## src/rtl/ysyx_22050854_mem_arbiter.sv

```systemverilog
// ysyx_22050854_mem_arbiter
// Shares one 64-bit memory port between instruction fetch (IF, read-only)
// and load/store (LS, read/write). Only one transaction is outstanding at a
// time. Responses are width-adjusted per requester, and a transaction that
// never gets a memory response is closed with an error pulse.
module ysyx_22050854_mem_arbiter #(
  parameter logic       LS_PRIO = 1'b1,
  parameter logic [7:0] TIMEOUT = 8'd255
) (
  input  logic        clk,
  input  logic        rst,
  input  logic        if_req,
  input  logic [31:0] if_addr,
  output logic        if_rvalid,
  output logic [31:0] if_rdata,
  input  logic        ls_req,
  input  logic        ls_we,
  input  logic [63:0] ls_addr,
  input  logic [63:0] ls_wdata,
  input  logic [63:0] ls_wmask,
  output logic        ls_rvalid,
  output logic [63:0] ls_rdata,
  output logic        err,
  output logic        mem_req,
  output logic        mem_we,
  output logic [63:0] mem_addr,
  output logic [63:0] mem_wdata,
  output logic [63:0] mem_wmask,
  input  logic        mem_gnt,
  input  logic        mem_rvalid,
  input  logic [63:0] mem_rdata
);

  localparam logic [1:0] IDLE = 2'd0;
  localparam logic [1:0] REQ  = 2'd1;
  localparam logic [1:0] WAIT = 2'd2;
  localparam logic [1:0] RESP = 2'd3;

  logic [1:0]  state;
  logic [7:0]  cnt;
  logic        rr_ls;      // round-robin preference: 1 = LS goes first on a tie
  logic        gnt_ls;     // requester owning the current transaction: 1 = LS
  logic        pick_ls;
  logic        wait_done;
  logic [63:0] resp_data;

  // Select the 32-bit instruction word out of a 64-bit memory beat.
  function automatic logic [31:0] fetch_word(input logic [63:0] data, input logic hi);
    return hi ? data[63:32] : data[31:0];
  endfunction

  // Arbitration choice, WAIT exit condition and response payload.
  // A real response wins over the timeout; a timed-out response carries zero data.
  always_comb begin
    pick_ls   = ls_req && (!if_req || LS_PRIO || rr_ls);
    wait_done = mem_rvalid || (cnt == TIMEOUT);
    resp_data = mem_rvalid ? mem_rdata : 64'd0;
  end

  // Transaction FSM; every output is a register so nothing combinational leaks to either side.
  always_ff @(posedge clk) begin
    if (!rst) begin
      state     <= IDLE;
      cnt       <= 8'd0;
      rr_ls     <= 1'b1;
      gnt_ls    <= 1'b0;
      if_rvalid <= 1'b0;
      if_rdata  <= 32'd0;
      ls_rvalid <= 1'b0;
      ls_rdata  <= 64'd0;
      err       <= 1'b0;
      mem_req   <= 1'b0;
      mem_we    <= 1'b0;
      mem_addr  <= 64'd0;
      mem_wdata <= 64'd0;
      mem_wmask <= 64'd0;
    end else begin
      if_rvalid <= 1'b0;
      ls_rvalid <= 1'b0;
      err       <= 1'b0;
      case (state)
        IDLE: begin
          if (if_req || ls_req) begin
            gnt_ls  <= pick_ls;
            mem_req <= 1'b1;
            state   <= REQ;
            if (pick_ls) begin
              mem_we    <= ls_we;
              mem_addr  <= ls_addr;
              mem_wdata <= ls_wdata;
              mem_wmask <= ls_wmask;
            end else begin
              mem_we    <= 1'b0;
              mem_addr  <= {32'd0, if_addr};
              mem_wdata <= 64'd0;
              mem_wmask <= 64'd0;
            end
          end
        end
        REQ: begin
          if (mem_gnt) begin
            mem_req <= 1'b0;
            cnt     <= 8'd0;
            state   <= WAIT;
          end
        end
        WAIT: begin
          if (wait_done) begin
            state <= RESP;
            err   <= !mem_rvalid;
            if (gnt_ls) begin
              ls_rvalid <= 1'b1;
              ls_rdata  <= resp_data;
            end else begin
              if_rvalid <= 1'b1;
              if_rdata  <= fetch_word(resp_data, mem_addr[2]);
            end
          end else begin
            cnt <= cnt + 8'd1;
          end
        end
        RESP: begin
          state <= IDLE;
          rr_ls <= !gnt_ls;
        end
        default: state <= IDLE;
      endcase
    end
  end

endmodule

```

## config.mk

```make
export PLATFORM = sky130hd
export DESIGN_NAME = ysyx_22050854_mem_arbiter
export DESIGN_NICKNAME = d
export VERILOG_FILES = /design/src/rtl/ysyx_22050854_mem_arbiter.sv
export SDC_FILE = /design/constraint.sdc
export NUM_CORES = 1
export LEC_CHECK = 0
export BUFFER_PORTS_ARGS = -buffer_cell sky130_fd_sc_hd__buf_4
export CAP_MARGIN = 40
export CORE_AREA = 2 2 228 230
export DETAILED_ROUTE_END_ITERATION = 10
export DIE_AREA = 0 0 230 232
export PLACE_DENSITY = 0.53
export REMOVE_ABC_BUFFERS = 1
export SETUP_SLACK_MARGIN = 0.4
export SKIP_LAST_GASP = 1
export SYNTH_ARGS = -nofsm -noshare
export SYNTH_HDL_FRONTEND = slang
export SYNTH_SLANG_ARGS = --single-unit
```

## constraint.sdc

```tcl
create_clock -name clk -period 4.4 [get_ports clk]
set_input_delay 0.44 -clock clk [delete_from_list [all_inputs] [get_ports clk]]
set_output_delay 0.44 -clock clk [all_outputs]
set_load 0.03 [all_outputs]
```

### Word level (Yosys, flattened, before mapping)

Cells that the tools add are included.
W data, S select, Z words.

| word-level totals | value |
|---|---|
| RAM bits | 0 |
| bits in read-only memories | 0 |
| input port bits | 295 |
| latch bits | 0 |
| memories kept | 0 |
| register bits | 304 |

| operators by class | value |
|---|---|
| divide/modulo/power cells | 0 |
| bitwise gates (word level) | 1 |
| reduce and logical (&&, ||, !) cells | 13 |
| equal/unequal tests | 8 |
| $lt $le $gt $ge | 0 |
| add/subtract/negate cells | 1 |
| multipliers | 0 |
| shift operators | 0 |
| muxes and demuxes | 18 |

Operator list:

| cell | number |
|---|---|
| $mux W64 | 4 |
| $mux W32 | 1 |
| $reduce_and A3 Y1 | 6 |
| $mux W8 | 2 |
| $pmux W8 S2 | 1 |
| $add A8 B1 Y8 const B | 1 |
| $eq A8 B8 Y1 const B | 1 |
| $ne A2 B2 Y1 const B | 4 |
| $pmux W2 S4 | 1 |
| $mux W2 | 3 |
| $mux W1 | 5 |
| $eq A2 B2 Y1 const B | 2 |
| $reduce_bool A2 Y1 | 2 |
| $eq A2 B1 Y1 const B | 1 |
| $logic_not A2 Y1 | 1 |
| $logic_or A1 B1 Y1 | 2 |
| $pmux W1 S2 | 1 |
| $reduce_and A2 Y1 | 1 |
| $logic_not A1 Y1 | 1 |
| $not A1 Y1 | 1 |

### Longest topological paths before layout

| logic depth | value |
|---|---|
| word-level depth | 4 |
| depth in mapped cells | 7 |
| depth with buffers taken out | 6 |

### Worst setup path after synthesis

No wires, ideal clock.

| timing path | value |
|---|---|
| path type | register to register |
| start point | register state[0] |
| end point | register cnt[2] |
| arrival | 1562 ps |
| path slack | 2702 ps |
| clock period less this slack | 1698 ps |
| stages on the path, launching flop included | 8 |
| data required time | 4265 ps |
| path through | dfxtp_1 > inv_1 > ha_1 > nand2b_1 > a21o_1 > clkbuf_1 > o311ai_0 > o41ai_1 |

| on the way | value |
|---|---|
| cells in the longest elaborated chain, start to end | 3 |

Ends and longest elaborated chain:

| item | line | source |
|---|---|---|
| start: declaration | 39 | `logic [1:0] state;` |
| start signal: assignment | 63 | `state <= IDLE;` |
| start signal: assignment | 86 | `state <= REQ;` |
| start signal: assignment | 104 | `state <= WAIT;` |
| $eq A2 B2 Y1 / $eq A2 B1 Y1 (equally long branches) | 81 | `case (state)` |
| $ne A2 B2 Y1 (no source line) / $reduce_bool A2 Y1 (equally long branches) | - |  |
| $reduce_and A3 Y1 (no source line) | - |  |
| end signal: assignment | 119 | `cnt <= cnt + 8'd1;` |
| end: declaration | 40 | `logic [7:0] cnt;` |

Parallel ways exist; a longest one is shown, timed or not.
A chain may end at the register's enable or synchronous reset.

### Worst setup path in the final report

| timing path | value |
|---|---|
| start point | register state[0] |
| end point | register ls_rdata[59] |

| on the way | value |
|---|---|
| cells in the longest elaborated chain, start to end | 2 |

Ends and longest elaborated chain:

| item | line | source |
|---|---|---|
| $eq A2 B2 Y1 | 81 |  |
| $reduce_and A3 Y1 (no source line) | - |  |
| end signal: assignment | 113 | `ls_rdata <= resp_data;` |
| end: declaration | 22 | `output logic [63:0] ls_rdata,` |

No other way between the ends.

==> metrics.md <==
| Metric | Value |
|---|---|
| Worst-Skew Late Latency | 0.54 ns |
| Fillcell total | 5315 |
| Total routing usage reported by global routing | 15.16% |
| Total gr overflow | 0 |
| Ranking of synthesized cells by instance count | 304 x sky130_fd_sc_hd__dfxtp_1, 172 x sky130_fd_sc_hd__a21oi_1, 172 x sky130_fd_sc_hd__nand2_1 |
| Count of yosys warnings during synthesis | 0 |
| CTS buffer count | 37 |
| Most used DFF post-synth | sky130_fd_sc_hd__dfxtp_1 |
| Number of cells on the worst reg-to-reg path | 5 |
| Dominant cell by count in the synthesized netlist | sky130_fd_sc_hd__dfxtp_1 |
| Crit Path Class | flop to flop |
| Detail Route Antenna Nets | 0 |
| Required time worst endpoint | 4.88 ns |
| DR vias/cell | 4.490 |
| Area Growth Syn to Fin | 55.38% |
| Crit path max fanout | 38 |
| Number of primary I/O pins | 588 |
| Setup repair after global routing missed its margin | false |
| CTS H-tree lvls | 2 |
| Final setup skew | 0.02564 ns |
| Largest net degree at the start of global routing | 137 |
| Hold Crit Class | primary input to flop |
| Mapped Cells | 1204 |
| Worst slew pin tran | 0.9369 ns |
| Number of search-and-repair iterations in the first detailed-routing pass | 5 |
| Worst Setup SP | state[0] |
| Detailed Place HPWL | 30970 microns |
| Worst slew margin | 37.54% |
| Ys async rst share | 0% |
| Total of flip-flops plus latches after synthesis | 304 |
| Clock transition at the registers of the reported paths | 0.06 ns |
| Die Wd | 230 microns |
| Area leader, netlist | sky130_fd_sc_hd__dfxtp_1 |
| Number of antenna violations at the first check in global routing | 1 |
| Slack of the worst reg-to-reg path | 1.90 ns |
| Share of post-route cells with drive strength above 1 | 38.03% |
| Site row count | 83 |
| Max-cap check violation count | 0 |
| Synth top area share | 54.43% |
| Area used by multi-input combinational logic | 4618 sq um |
| Global-route wire length before repair | 63780 microns |
| Max Root-Sink Buffers | 3 |
| Hold path startpoint | mem_rdata[49] |
| Number of hold-repair buffers added at the cts stage | 0 |
| Number of vias in the routed layout | 10930 |
| Via count of the first global-routing pass | 10660 |
| Post-synth design cell area | 11180 sq um |
| Sequential cell area | 6087 sq um |
| Final Max Tran Viols | 0 |
| Num Clock Sinks | 304 |
| WHS | 0.1159 ns |
| Area inside the core boundary | 50890 sq um |
| Ant diodes | 0 |
| Die boundary height | 232 microns |
| Hold-critical path depth | 2 |
| Critical R2R Launch | state[0] |
| Area of the die | 53360 sq um |
| Result of the run | finished, final reports clean |
| Unique cell type count in the Yosys netlist | 41 |
| CTS root buf | sky130_fd_sc_hd__clkbuf_16 |
| Min cycle time layout | 2.504 ns |
| Maximum achievable frequency | 0.3993 GHz |
| Sequential element share of the synthesized area | 54.43% |
| Final setup fails | 0 |
| NumNets Final | 2030 |
| Critical path arrival | 2.98 ns |
| Final Hold Vio Count | 0 |
| Endpoint kind of the worst setup timing path | flop |
| Number of enable-type register cells in the synthesized netlist | 0 |
| TritonCTS clock tree | done |
| Power per unit of standard cell area | 575.1 nW/um^2 |
| Syn Area/Cell | 9.287 sq um |
| DRC viols | 0 |
| Total Wirelength | 43040 microns |
| Violation count after the first detailed-route iteration | 598 |
| Static Leakage | 7.549 nW |
| Crit share post-route | 56.91% |
| # resized after CTS | 0 |
| Overall power of the completed layout | 9.992 mW |
| Initial Utilization | 21.97% |
| Post-CTS setup buffer count | 0 |
| Global placement routability congestion | 0.8706 |
| Number of port buffers | 587 |
| Most area-consuming cells after synthesis | sky130_fd_sc_hd__dfxtp_1 54%, sky130_fd_sc_hd__a21oi_1 7.7%, sky130_fd_sc_hd__nand3_1 7.4% |
| Type of origin of the critical path | flop |
| IR Drop Worst-Case VDD | 421.1 uV |
| Routed wire per std cell | 17.68 microns |
[worst max-delay path: stages (launching register included)]
cell and delay [ns]:
sky130_fd_sc_hd__dfxtp_1 0.31, sky130_fd_sc_hd__inv_1 0.13, sky130_fd_sc_hd__ha_1 0.55, sky130_fd_sc_hd__and4_2 0.72
sky130_fd_sc_hd__buf_4 0.50, sky130_fd_sc_hd__a22o_1 0.21
[sequential cells by signal, summed over array words and instances, names as in the netlist]
signal,flops
ls_rvalid,1
mem_wmask,64
if_rdata,32
err,1
ls_rdata,64
mem_req,1
mem_addr,64
mem_we,1
state,2
cnt,8
mem_wdata,64
if_rvalid,1
gnt_ls,1
[per-layer routing]
metal / global-route usage (%) / wire (microns) / vias to the layer above
met5: 0 / 8 / -
met4: 5.121 / 1170 / 2
met3: 3.856 / 2872 / 66
met2: 25.41 / 21160 / 377
met1: 18.89 / 17820 / 5144
li1: - / - / 5339
[kinds of logic after synthesis]
group | count (synthesis) | synth area share, %
adders and majority gates | 4 | 0.4476
and+or+nand+nor | 395 | 15.78
buffers and inverters | 116 | 4.565
DFF | 304 | 54.43
AOI/OAI and AO/OA | 320 | 18.97
muxes | 65 | 5.818
[report_power, final]
part / internal (mW) / total [mW] / leakage (nW) / switching [mW]
Combinational: 1.16 / 3.42 / 4.45 / 2.26
Clock: 1.98 / 3.17 / 0.623 / 1.19
Sequential: 3.15 / 3.40 / 2.48 / 0.251
[cells in the final DEF, fill, tap and decap left out, drive strengths merged, types with 4 or more instances in the layout]
cell type and n:
o2bb2ai 32, a22o 64, mux2i 65, a21oi 172
nand3 166, clkbuf 53, inv 6, ha 4
nor2b 5, nand2 172, nor2 34, dfxtp 304
buf 600, bufinv 4, a211oi 34
[worst paths after layout]
path / endpoint
max: ls_rdata[59]
min: ls_rdata[49]
max reg2reg: ls_rdata[59]
min reg2reg: mem_wmask[55]
[cell type report]
| class | count | area share [%] |
|---|---|---|
| inverter | 4 | 0.1152 |
| clock buffer | 53 | 6.380 |
| timing repair buffer | 600 | 26.09 |
| multi-input combinational | 784 | 26.58 |
| sequential | 304 | 35.04 |
| clock inverter | 9 | 0.9002 |
| tap | 680 | 4.897 |
[metrics by stage]
step / utilization (%) / cells / area (sq um) / setup TNS (ns) / setup slack (ns)
after global placement: 31.66 / 2372 / 16110 / 0 / 1.922
after global routing: 34.14 / 2434 / 17370 / 0 / 1.747
final: 34.14 / 2434 / 17370 / 0 / 1.896
after CTS: 34.14 / 2434 / 17370 / 0 / 1.916
after detailed placement: 31.66 / 2372 / 16110 / 0 / 1.860
after floorplan: - / 1092 / 10690 / -672.42 / -3.014
(Power assumes the default switching activity.)
